===== config.mk =====
export PLATFORM = sky130hd
export DESIGN_NAME = data_sync_tx
export DESIGN_NICKNAME = d
export VERILOG_FILES = /design/src/rtl/data_sync_tx.sv
export SDC_FILE = /design/constraint.sdc
export NUM_CORES = 1
export LEC_CHECK = 0
export BUFFER_PORTS_ARGS = -buffer_cell sky130_fd_sc_hd__buf_2
export CAP_MARGIN = 40
export CORE_MARGIN = 3
export CORE_UTILIZATION = 40
export DETAILED_ROUTE_END_ITERATION = 12
export PLACE_DENSITY_LB_ADDON = 0.15
export SKIP_CTS_REPAIR_TIMING = 1
export SLEW_MARGIN = 20
export SYNTH_ARGS = -nofsm -noshare
export SYNTH_HDL_FRONTEND = slang
export SYNTH_SLANG_ARGS = --single-unit

===== constraint.sdc =====
create_clock -name clk -period 3.6 [get_ports clk]
set_input_delay 0.72 -clock clk [delete_from_list [all_inputs] [get_ports clk]]
set_output_delay 0.72 -clock clk [all_outputs]
set_load 0.02 [all_outputs]

===== src/rtl/data_sync_tx.sv =====
// data_sync_tx
//   Source-side transmitter for a multi-bit word crossing into another clock
//   domain. The word is parked on unsync_bus, then bus_enable is raised as a
//   level request. The destination synchronizes only bus_enable and returns
//   its synchronized copy as ack_async, closing a 4-phase req/ack handshake.
//   The bus is loaded one cycle before the request rises and stays frozen
//   until the handshake has fully returned to idle.
//
// Ports
//   clk        in   source-domain clock
//   rst        in   asynchronous, active-low reset
//   tx_data    in   word to send, sampled when tx_valid & tx_ready
//   tx_valid   in   source has a word
//   tx_ready   out  block can accept a word this cycle
//   unsync_bus out  registered word toward the destination
//   bus_enable out  registered request level toward the destination
//   ack_async  in   destination's synchronized bus_enable (asynchronous here)
//   tx_done    out  one-cycle pulse when a handshake completes
//   busy       out  high whenever a transfer is in progress
module data_sync_tx #(
  parameter int NUM_STAGES = 2,
  parameter int BUS_WIDTH  = 8
) (
  input  logic                 clk,
  input  logic                 rst,
  input  logic [BUS_WIDTH-1:0] tx_data,
  input  logic                 tx_valid,
  output logic                 tx_ready,
  output logic [BUS_WIDTH-1:0] unsync_bus,
  output logic                 bus_enable,
  input  logic                 ack_async,
  output logic                 tx_done,
  output logic                 busy
);

  typedef enum logic [1:0] {
    IDLE    = 2'd0,
    SETUP   = 2'd1,
    REQ     = 2'd2,
    RELEASE = 2'd3
  } state_t;

  state_t                state;
  state_t                state_nxt;
  logic [NUM_STAGES-1:0] ack_ff;
  logic                  ack_sync;
  logic                  load;
  logic                  en_nxt;
  logic                  done_nxt;

  // Ack synchronizer: only the last stage is ever used by the control logic.
  always_ff @(posedge clk or negedge rst) begin
    if (!rst) begin
      ack_ff <= '0;
    end else begin
      ack_ff <= {ack_ff[NUM_STAGES-2:0], ack_async};
    end
  end

  assign ack_sync = ack_ff[NUM_STAGES-1];

  // A stale ack left over from the previous handshake (or destination reset
  // skew) must drain before a new word may be accepted.
  assign tx_ready = (state == IDLE) & ~ack_sync;
  assign busy     = (state != IDLE);

  // State and registered outputs
  always_ff @(posedge clk or negedge rst) begin
    if (!rst) begin
      state      <= IDLE;
      bus_enable <= 1'b0;
      tx_done    <= 1'b0;
      unsync_bus <= '0;
    end else begin
      state      <= state_nxt;
      bus_enable <= en_nxt;
      tx_done    <= done_nxt;
      if (load) begin
        unsync_bus <= tx_data;
      end
    end
  end

  // Next-state logic
  always_comb begin
    state_nxt = state;
    case (state)
      IDLE:    if (tx_valid && tx_ready) state_nxt = SETUP;
      SETUP:   state_nxt = REQ;
      REQ:     if (ack_sync) state_nxt = RELEASE;
      RELEASE: if (!ack_sync) state_nxt = IDLE;
      default: state_nxt = IDLE;
    endcase
  end

  // Output decode. SETUP exists only so the bus has settled for a full cycle
  // before the request rises; REQ always lasts at least one cycle even if an
  // ack is already present on entry.
  always_comb begin
    load     = 1'b0;
    en_nxt   = bus_enable;
    done_nxt = 1'b0;
    case (state)
      IDLE:    load = tx_valid & tx_ready;
      SETUP:   en_nxt = 1'b1;
      REQ:     if (ack_sync) en_nxt = 1'b0;
      RELEASE: if (!ack_sync) done_nxt = 1'b1;
      default: en_nxt = 1'b0;
    endcase
  end

endmodule

Yosys cells after proc, flatten, opt, wreduce, memory -nomap -nowiden
Index checks and enable logic that the tools add are counted.
{ "word_totals": {"inputBits": 12, "output_inout_bits": 12, "ff_bits": 14, "word_cells": 29} }
{ "classes": {"bitwise_logic": 3, "muxes": 9, "n_eq_ne": 6, "n_reduce_logical": 6} }
{ "ops": {"columns": ["cell", "n"], "rows": [
  ["$pmux W2 S4", 1],
  ["$mux W2", 3],
  ["$eq A2 B2 Y1 const B", 2],
  ["$mux W1", 4],
  ["$ne A2 B2 Y1 const B", 2],
  ["$reduce_bool A2 Y1", 2],
  ["$reduce_and A3 Y1", 1],
  ["$and A1 B1 Y1", 2],
  ["$eq A2 B1 Y1 const B", 1],
  ["$logic_not A2 Y1", 1],
  ["$ne A2 B1 Y1 const B", 1],
  ["$pmux W1 S2", 1],
  ["$reduce_and A2 Y1", 1],
  ["$logic_and A1 B1 Y1", 1],
  ["$not A1 Y1", 1]
]} }

Logic depth before layout (Yosys ltp)
Gate-level depths: netlist (run 1).
{ "logic_depth": {"word_depth": 5, "ltp_mapped": 5, "mapped_depth_nobuf": 5} }

Worst setup path after synthesis (run 1)
Ideal clock, no wire load.
{ "synth_path": {"path_kind": "reg2out", "start": "register state[0]", "end": "output tx_ready", "arrival_ns": 0.887, "path_stages_with_launch": 4, "path_slack_ns": 1.993, "t_required_ns": 2.880, "path_buffers": 0, "cell_sequence": "dfrtp_1 > inv_1 > ha_1 > nor2b_4"} }
{ "synth_between": {"elab_chain_cells": 2} }
{ "synth_rtl": {"columns": ["element", "line_no", "source"], "rows": [
  ["start: declaration", "43", "state_t state;"],
  ["start signal: assignment", "75", "state <= state_nxt;"],
  ["$logic_not A2 Y1", "64", "assign tx_ready = (state == IDLE) & ~ack_sync;"],
  ["$and A1 B1 Y1", "64", null],
  ["end: declaration", "28", "output logic tx_ready,"]
]} }
Every way passes these cells.

Worst setup path after layout (run 1)
Ends and elaborated chain as after synthesis.

==> results of run 1 <==
metrics by stage:
step           hold WS [ps]  setup slack [ps]  power, mW  utilization (%)  std cells
2_1_floorplan           331              1990      0.486                -         44
3_3_place_gp            334              1870      0.583             54.6         82
3_5_place_dp            339              1850      0.587             54.6         82
4_1_cts                 328              1540      0.675             56.2         85
5_1_grt                 338              1490      0.712             56.2         85
6_report                327              1560      0.664             56.2         85
sequential cells by signal, indices dropped and copies added (netlist names):
| register | cells |
|---|---|
| bus_enable | 1 |
| unsync_bus | 8 |
| tx_done | 1 |
| state | 2 |
| ack_ff | 2 |
cell families (layout without fill, tap and decap cells):
kind of cell             after synthesis  in the layout  synth area share [%]
adder cells (fa/ha/maj)                5              5                  10.2
flip-flops                            14             14                  57.3
AND/OR/NAND/NOR                        7              7                  7.57
multiplexers                           9              9                  17.2
buffers and inverters                  4             30                  2.45
AO/OA/AOI/OAI                          5              5                  5.32
final cells by class:
| class | instances | area share [%] |
|---|---|---|
| Sequential cell | 14 | 45.6 |
| Multi-Input combinational cell | 26 | 32.1 |
| Timing Repair Buffer | 23 | 15.0 |
| Clock buffer | 3 | 2.93 |
| Tap cell | 15 | 2.44 |
| Inverter | 4 | 1.95 |
routing by layer:
metal | vias up | global-route usage [%] | wire (um)
met5 | - | 0 | 0
met2 | 12 | 17.5 | 496
met3 | 2 | 3.59 | 58
li1 | 202 | - | -
met4 | 0 | 5.26 | 7
met1 | 191 | 12.8 | 421
cell usage after synthesis:
library cell,count,area [sq um]
a21boi_1,1,7.51
a21oi_1,1,5.00
dfrtp_1,14,350
ha_1,5,62.6
inv_1,4,15.0
mux2_1,8,90.1
mux2_4,1,15.0
nand2_2,1,6.26
nand2b_1,1,6.26
nor2_1,2,7.51
nor2b_1,2,12.5
nor2b_4,1,13.8
o21ai_0,1,5.00
o21ai_2,1,8.76
o22ai_1,1,6.26
worst reg2reg max path: cells and delay by family (launching register included):
| kind | cells | cell delay, ps |
|---|---|---|
| AND/OR/NAND/NOR | 2 | 300 |
| buffers and inverters | 1 | 120 |
| flip-flops | 1 | 410 |
| multiplexers | 1 | 350 |
| adder cells (fa/ha/maj) | 1 | 200 |
path summary, 6_finish.rpt:
kind | startpoint | to | cells past startpoint
min in group clk | ack_ff[0]$_DFF_PN0_ | ack_ff[1]$_DFF_PN0_ | 0
min | rst | tx_done$_DFF_PN0_ | 1
max reg2reg | state[0]$_DFFE_PN0P_ | unsync_bus[0]$_DFFE_PN0P_ | 5
max in group asynchronous | rst | state[0]$_DFFE_PN0P_ | 1
min reg2reg | ack_ff[0]$_DFF_PN0_ | ack_ff[1]$_DFF_PN0_ | 0
max | state[0]$_DFFE_PN0P_ | tx_ready | 4
where the power goes:
part	switching [mW]	internal [mW]
clock network	0.0444	0.0386
logic	0.181	0.139
registers	0.0355	0.224
==> impl_metrics.xml, run 1 <==
<?xml version="1.0" encoding="UTF-8"?>
<metrics>
  <group name="clock_network">
    <metric name="cts_buffers" unit="">3</metric>
    <metric name="clock_tree.root_cell" unit="">clkbuf_4</metric>
    <metric name="cts_tree" unit="">built</metric>
    <metric name="clkSlewWorstSetupHoldPaths" unit="ps">80</metric>
    <metric name="cts-htree-levels" unit="">1</metric>
    <metric name="cts_num_sinks" unit="">14</metric>
    <metric name="insertion_delay" unit="ps">270</metric>
    <metric name="clk_path_buf_depth" unit="">2</metric>
  </group>
  <group name="global_routing">
    <metric name="vias_in_the_first_global_route" unit="">375</metric>
    <metric name="grt_antenna_before_repair" unit="">0</metric>
    <metric name="grt_start_max_net_pins" unit="">15</metric>
    <metric name="wire_length_of_the_first_global_routing_pass" unit="um">1550</metric>
    <metric name="groute.usage.overall" unit="%">10.8</metric>
    <metric name="grt_overflow_total" unit="">0</metric>
  </group>
  <group name="layout">
    <metric name="num_antenna_cells" unit="">0</metric>
    <metric name="fillers" unit="">133</metric>
    <metric name="most-common-layout-cells" unit="">23 x buf_2, 14 x dfrtp_1, 8 x mux2_1</metric>
    <metric name="layout_commonest_cell" unit="">buf_2</metric>
    <metric name="design_area" unit="sq um">768</metric>
    <metric name="multi_input_area" unit="sq um">246</metric>
    <metric name="num-nets-final" unit="">89</metric>
    <metric name="fraction_of_layout_instances_using_a_drive_strength_above_1" unit="%">42.9</metric>
    <metric name="ff_latch_area" unit="sq um">350</metric>
    <metric name="area.growth.synth_to_final" unit="%">25.6</metric>
  </group>
  <group name="pwr">
    <metric name="power.ir.vdd_worst" unit="mV">0.377</metric>
    <metric name="power.density" unit="mW/mm^2">864</metric>
    <metric name="leakage" unit="nW">0.403</metric>
  </group>
  <group name="detailed_routing">
    <metric name="route.final.wire_length" unit="um">984</metric>
    <metric name="drt-wirelength-per-cell" unit="um">11.6</metric>
    <metric name="drt_iter0_drc" unit="">4</metric>
    <metric name="drtAntennaViolNets" unit="">0</metric>
    <metric name="detail_route.vias_per_cell" unit="">4.79</metric>
    <metric name="drt_pre_antenna_iters" unit="">4</metric>
    <metric name="via_count" unit="">407</metric>
    <metric name="drcViolationCount" unit="">0</metric>
  </group>
  <group name="worst_setup_path">
    <metric name="crit_slowest_cell" unit="">dfrtp_1</metric>
    <metric name="critical-path-max-stage-delay" unit="ps">410</metric>
    <metric name="endpoint_kind" unit="">output pin</metric>
    <metric name="timing.setup.critical_path_class" unit="">reg -&gt; out</metric>
    <metric name="timing.critical_path.cells" unit="">inv_1 -&gt; ha_1 -&gt; nor2b_4 -&gt; buf_2</metric>
    <metric name="worst_ep_required_time" unit="ps">2880</metric>
    <metric name="timing.critical_path.buf_inv" unit="">2</metric>
    <metric name="rrSetupSlack" unit="ps">2110</metric>
    <metric name="critical_path_peak_fanout" unit="">4</metric>
    <metric name="cpLargestDelayFamily" unit="">flip-flops</metric>
    <metric name="start_kind" unit="">flip-flop</metric>
    <metric name="critical_path_arrival" unit="ps">1320</metric>
  </group>
  <group name="synth">
    <metric name="synth-seq-cells" unit="">14</metric>
    <metric name="netlist-cell-type-count" unit="">15</metric>
    <metric name="syn-num-nets" unit="">61</metric>
    <metric name="post_synth_inst_count" unit="">44</metric>
    <metric name="yosys_warnings" unit="">0</metric>
    <metric name="synth.yosys.seq_area_share" unit="%">57.3</metric>
    <metric name="syn_area" unit="sq um">612</metric>
    <metric name="post_synthesis_mean_instance_area" unit="sq um">13.9</metric>
  </group>
  <group name="timing">
    <metric name="slew_violations" unit="">0</metric>
    <metric name="final.min_clock_period" unit="ps">2040</metric>
    <metric name="timing.fmax" unit="GHz">0.490</metric>
    <metric name="finalSetupTns" unit="ps">0</metric>
    <metric name="final-setup-viol-count" unit="">0</metric>
    <metric name="max-slew-margin-rel" unit="%">79.8</metric>
    <metric name="skew" unit="ps">3.40</metric>
    <metric name="final_min_period_over_clock_period" unit="%">56.6</metric>
    <metric name="worst_slew_pin_slew" unit="ps">303</metric>
    <metric name="rsz0062_at_grt" unit="">false</metric>
    <metric name="finalHoldViolations" unit="">0</metric>
  </group>
  <group name="floorplanning">
    <metric name="design.die.area" unit="sq mm">0.00203</metric>
    <metric name="die_height" unit="um">45.1</metric>
    <metric name="die_width" unit="um">45.1</metric>
    <metric name="core.rowCount" unit="">13</metric>
    <metric name="initial_utilization" unit="%">44.8</metric>
    <metric name="design.core.area" unit="sq mm">0.00137</metric>
    <metric name="top_level_ports" unit="">24</metric>
  </group>
  <group name="hold_path">
    <metric name="hold_path_class" unit="">in -&gt; async</metric>
  </group>
  <group name="outcome">
    <metric name="status" unit="">finished clean</metric>
  </group>
  <group name="placed_design">
    <metric name="place.port_buffers" unit="">23</metric>
    <metric name="place.gp.congestion" unit="">0.687</metric>
    <metric name="placement.cell_area" unit="sq um">746</metric>
    <metric name="detail_placement_hpwl" unit="um">777</metric>
  </group>
  <group name="flow_run">
    <metric name="cap_viol_max_count" unit="">0</metric>
  </group>
</metrics>
No activity file was read; power rests on OpenSTA's default activity.
==> inputs of run 2 (changes only) <==
==> constraint.sdc (replaced) <==
create_clock -name clk -period 1.7 [get_ports clk]
set_input_delay 0.34 -clock clk [delete_from_list [all_inputs] [get_ports clk]]
set_output_delay 0.34 -clock clk [all_outputs]
set_load 0.02 [all_outputs]
==> run 2 against run 1 <==
  * First-iteration DRC count shrank 25%
  * Flip-flop and latch count is the same
  * Register-to-register slack lost 1800 ps
  * Critical path type unchanged
==> impl_metrics.xml, run 2 (same netlist as run 1, synthesis figures left out) <==
<?xml version="1.0" encoding="UTF-8"?>
<metrics>
  <group name="outcome">
    <metric name="status" unit="">finished clean</metric>
  </group>
  <group name="worst_setup_path">
    <metric name="timing.setup.critical_path_class" unit="">reg -&gt; out</metric>
    <metric name="worst_ep_required_time" unit="ps">1360</metric>
    <metric name="start_kind" unit="">flip-flop</metric>
    <metric name="endpoint_kind" unit="">output pin</metric>
    <metric name="critical_path_arrival" unit="ps">1260</metric>
    <metric name="critical_path_peak_fanout" unit="">3</metric>
  </group>
  <group name="layout">
    <metric name="utilization" unit="%">59.4</metric>
    <metric name="area.growth.synth_to_final" unit="%">32.7</metric>
    <metric name="fraction_of_layout_instances_using_a_drive_strength_above_1" unit="%">48.6</metric>
    <metric name="num-nets-final" unit="">92</metric>
    <metric name="fillers" unit="">127</metric>
    <metric name="largest_register_ff_count" unit="">8</metric>
    <metric name="most-common-layout-cells" unit="">22 x buf_2, 14 x dfrtp_1, 8 x mux2_1</metric>
    <metric name="num_antenna_cells" unit="">0</metric>
    <metric name="biggestRegsByFlops" unit="">unsync_bus x8, ack_ff x2, state x2</metric>
    <metric name="layout_commonest_cell" unit="">buf_2</metric>
    <metric name="max_flop_register" unit="">unsync_bus</metric>
  </group>
  <group name="floorplanning">
    <metric name="initial_utilization" unit="%">44.8</metric>
    <metric name="design.die.area" unit="sq mm">0.00203</metric>
    <metric name="design.core.area" unit="sq mm">0.00137</metric>
    <metric name="top_level_ports" unit="">24</metric>
    <metric name="core.rowCount" unit="">13</metric>
    <metric name="die_height" unit="um">45.1</metric>
    <metric name="die_width" unit="um">45.1</metric>
  </group>
  <group name="timing">
    <metric name="final_min_period_over_clock_period" unit="%">94.1</metric>
    <metric name="finalSetupTns" unit="ps">0</metric>
    <metric name="timing.fmax" unit="GHz">0.625</metric>
    <metric name="max-slew-margin-rel" unit="%">79.2</metric>
    <metric name="slew_violations" unit="">0</metric>
    <metric name="rsz0062_at_grt" unit="">false</metric>
    <metric name="hold-worst-slack" unit="ps">164</metric>
    <metric name="finalHoldViolations" unit="">0</metric>
    <metric name="final-setup-viol-count" unit="">0</metric>
    <metric name="worst_slew_pin_slew" unit="ps">311</metric>
    <metric name="final.min_clock_period" unit="ps">1600</metric>
    <metric name="skew" unit="ps">3.05</metric>
  </group>
  <group name="detailed_routing">
    <metric name="via_count" unit="">417</metric>
    <metric name="detail_route.vias_per_cell" unit="">4.69</metric>
    <metric name="drtAntennaViolNets" unit="">0</metric>
    <metric name="drt_pre_antenna_iters" unit="">4</metric>
    <metric name="drt_iter0_drc" unit="">3</metric>
    <metric name="drt-wirelength-per-cell" unit="um">12.3</metric>
    <metric name="route.final.wire_length" unit="um">1090</metric>
    <metric name="drcViolationCount" unit="">0</metric>
  </group>
  <group name="clock_network">
    <metric name="cts_tree" unit="">built</metric>
    <metric name="cts_num_sinks" unit="">14</metric>
    <metric name="clkSlewWorstSetupHoldPaths" unit="ps">90</metric>
    <metric name="cts_buffers" unit="">3</metric>
    <metric name="insertion_delay" unit="ps">270</metric>
    <metric name="cts-htree-levels" unit="">1</metric>
    <metric name="clk_path_buf_depth" unit="">2</metric>
    <metric name="clock_tree.root_cell" unit="">clkbuf_4</metric>
  </group>
  <group name="global_routing">
    <metric name="wire_length_of_the_first_global_routing_pass" unit="um">1690</metric>
    <metric name="grt_start_max_net_pins" unit="">15</metric>
    <metric name="groute.usage.overall" unit="%">11.9</metric>
    <metric name="vias_in_the_first_global_route" unit="">372</metric>
    <metric name="grt_overflow_total" unit="">0</metric>
    <metric name="grt_antenna_before_repair" unit="">0</metric>
  </group>
  <group name="pwr">
    <metric name="leakage" unit="nW">0.421</metric>
    <metric name="power.density" unit="mW/mm^2">1880</metric>
    <metric name="power.ir.vdd_worst" unit="mV">0.849</metric>
  </group>
  <group name="placed_design">
    <metric name="detail_placement_hpwl" unit="um">799</metric>
    <metric name="place.port_buffers" unit="">23</metric>
    <metric name="place.gp.congestion" unit="">0.662</metric>
  </group>
  <group name="flow_run">
    <metric name="cap_viol_max_count" unit="">0</metric>
  </group>
  <group name="hold_path">
    <metric name="hold_path_class" unit="">in -&gt; reg</metric>
  </group>
</metrics>
-- run 2: layout make-up --
type / instances / area, sq um / share of cell area (%)
well taps: 15 / 18.8 / 2.31
multi-input cells: 26 / 249 / 30.7
flip-flops and latches: 14 / 350 / 43.1
repair buffers: 26 / 143 / 17.6
inverters: 4 / 15.0 / 1.85
clock buffers: 4 / 36.3 / 4.47
-- run 2: through the flow --
stage	std cells	power [mW]	worst slack, ps	cell area (sq um)
2_1_floorplan	44	1.03	216	612
3_3_place_gp	82	1.24	224	746
3_5_place_dp	82	1.25	174	746
4_1_cts	86	1.50	-9.40	782
5_1_grt	89	1.62	1.98	812
6_report	89	1.52	100	812
-- run 2: final timing paths --
check / startpoint / end / slack (ps) / depth (start not counted)
worst max-delay path: state[0]$_DFFE_PN0P_ / tx_ready / 100 / 4
worst min-delay path: ack_async / ack_ff[0]$_DFF_PN0_ / 160 / 1
worst max register to register: state[0]$_DFFE_PN0P_ / unsync_bus[2]$_DFFE_PN0P_ / 260 / 5
worst min register to register: ack_ff[0]$_DFF_PN0_ / ack_ff[1]$_DFF_PN0_ / 360 / 0
max in group asynchronous: rst / unsync_bus[3]$_DFFE_PN0P_ / 970 / 2
min in group asynchronous: rst / bus_enable$_DFFE_PN0P_ / 490 / 2
-- run 2: worst max-delay path: stages, from the launching register on --
cell	delay, ps
dfrtp_1	420
inv_2	80
ha_2	190
nor2b_4	150
buf_4	140
-- run 2: metal layers --
metal,wire length [um],GRT usage (%),share of wire (%),up-vias
met5,0,0,0,-
met4,7,7.02,0.64,0
li1,-,-,-,206
met2,541,17.5,49,12
met1,482,16.2,44,197
met3,63,2.39,5.8,2
-- run 2: report_power, final --
part	internal (mW)	leakage (nW)	switching, mW	total, mW
clock network	0.130	0.0210	0.107	0.237
registers	0.475	0.166	0.0801	0.555
logic	0.335	0.233	0.398	0.732
total	0.939	0.421	0.585	1.52
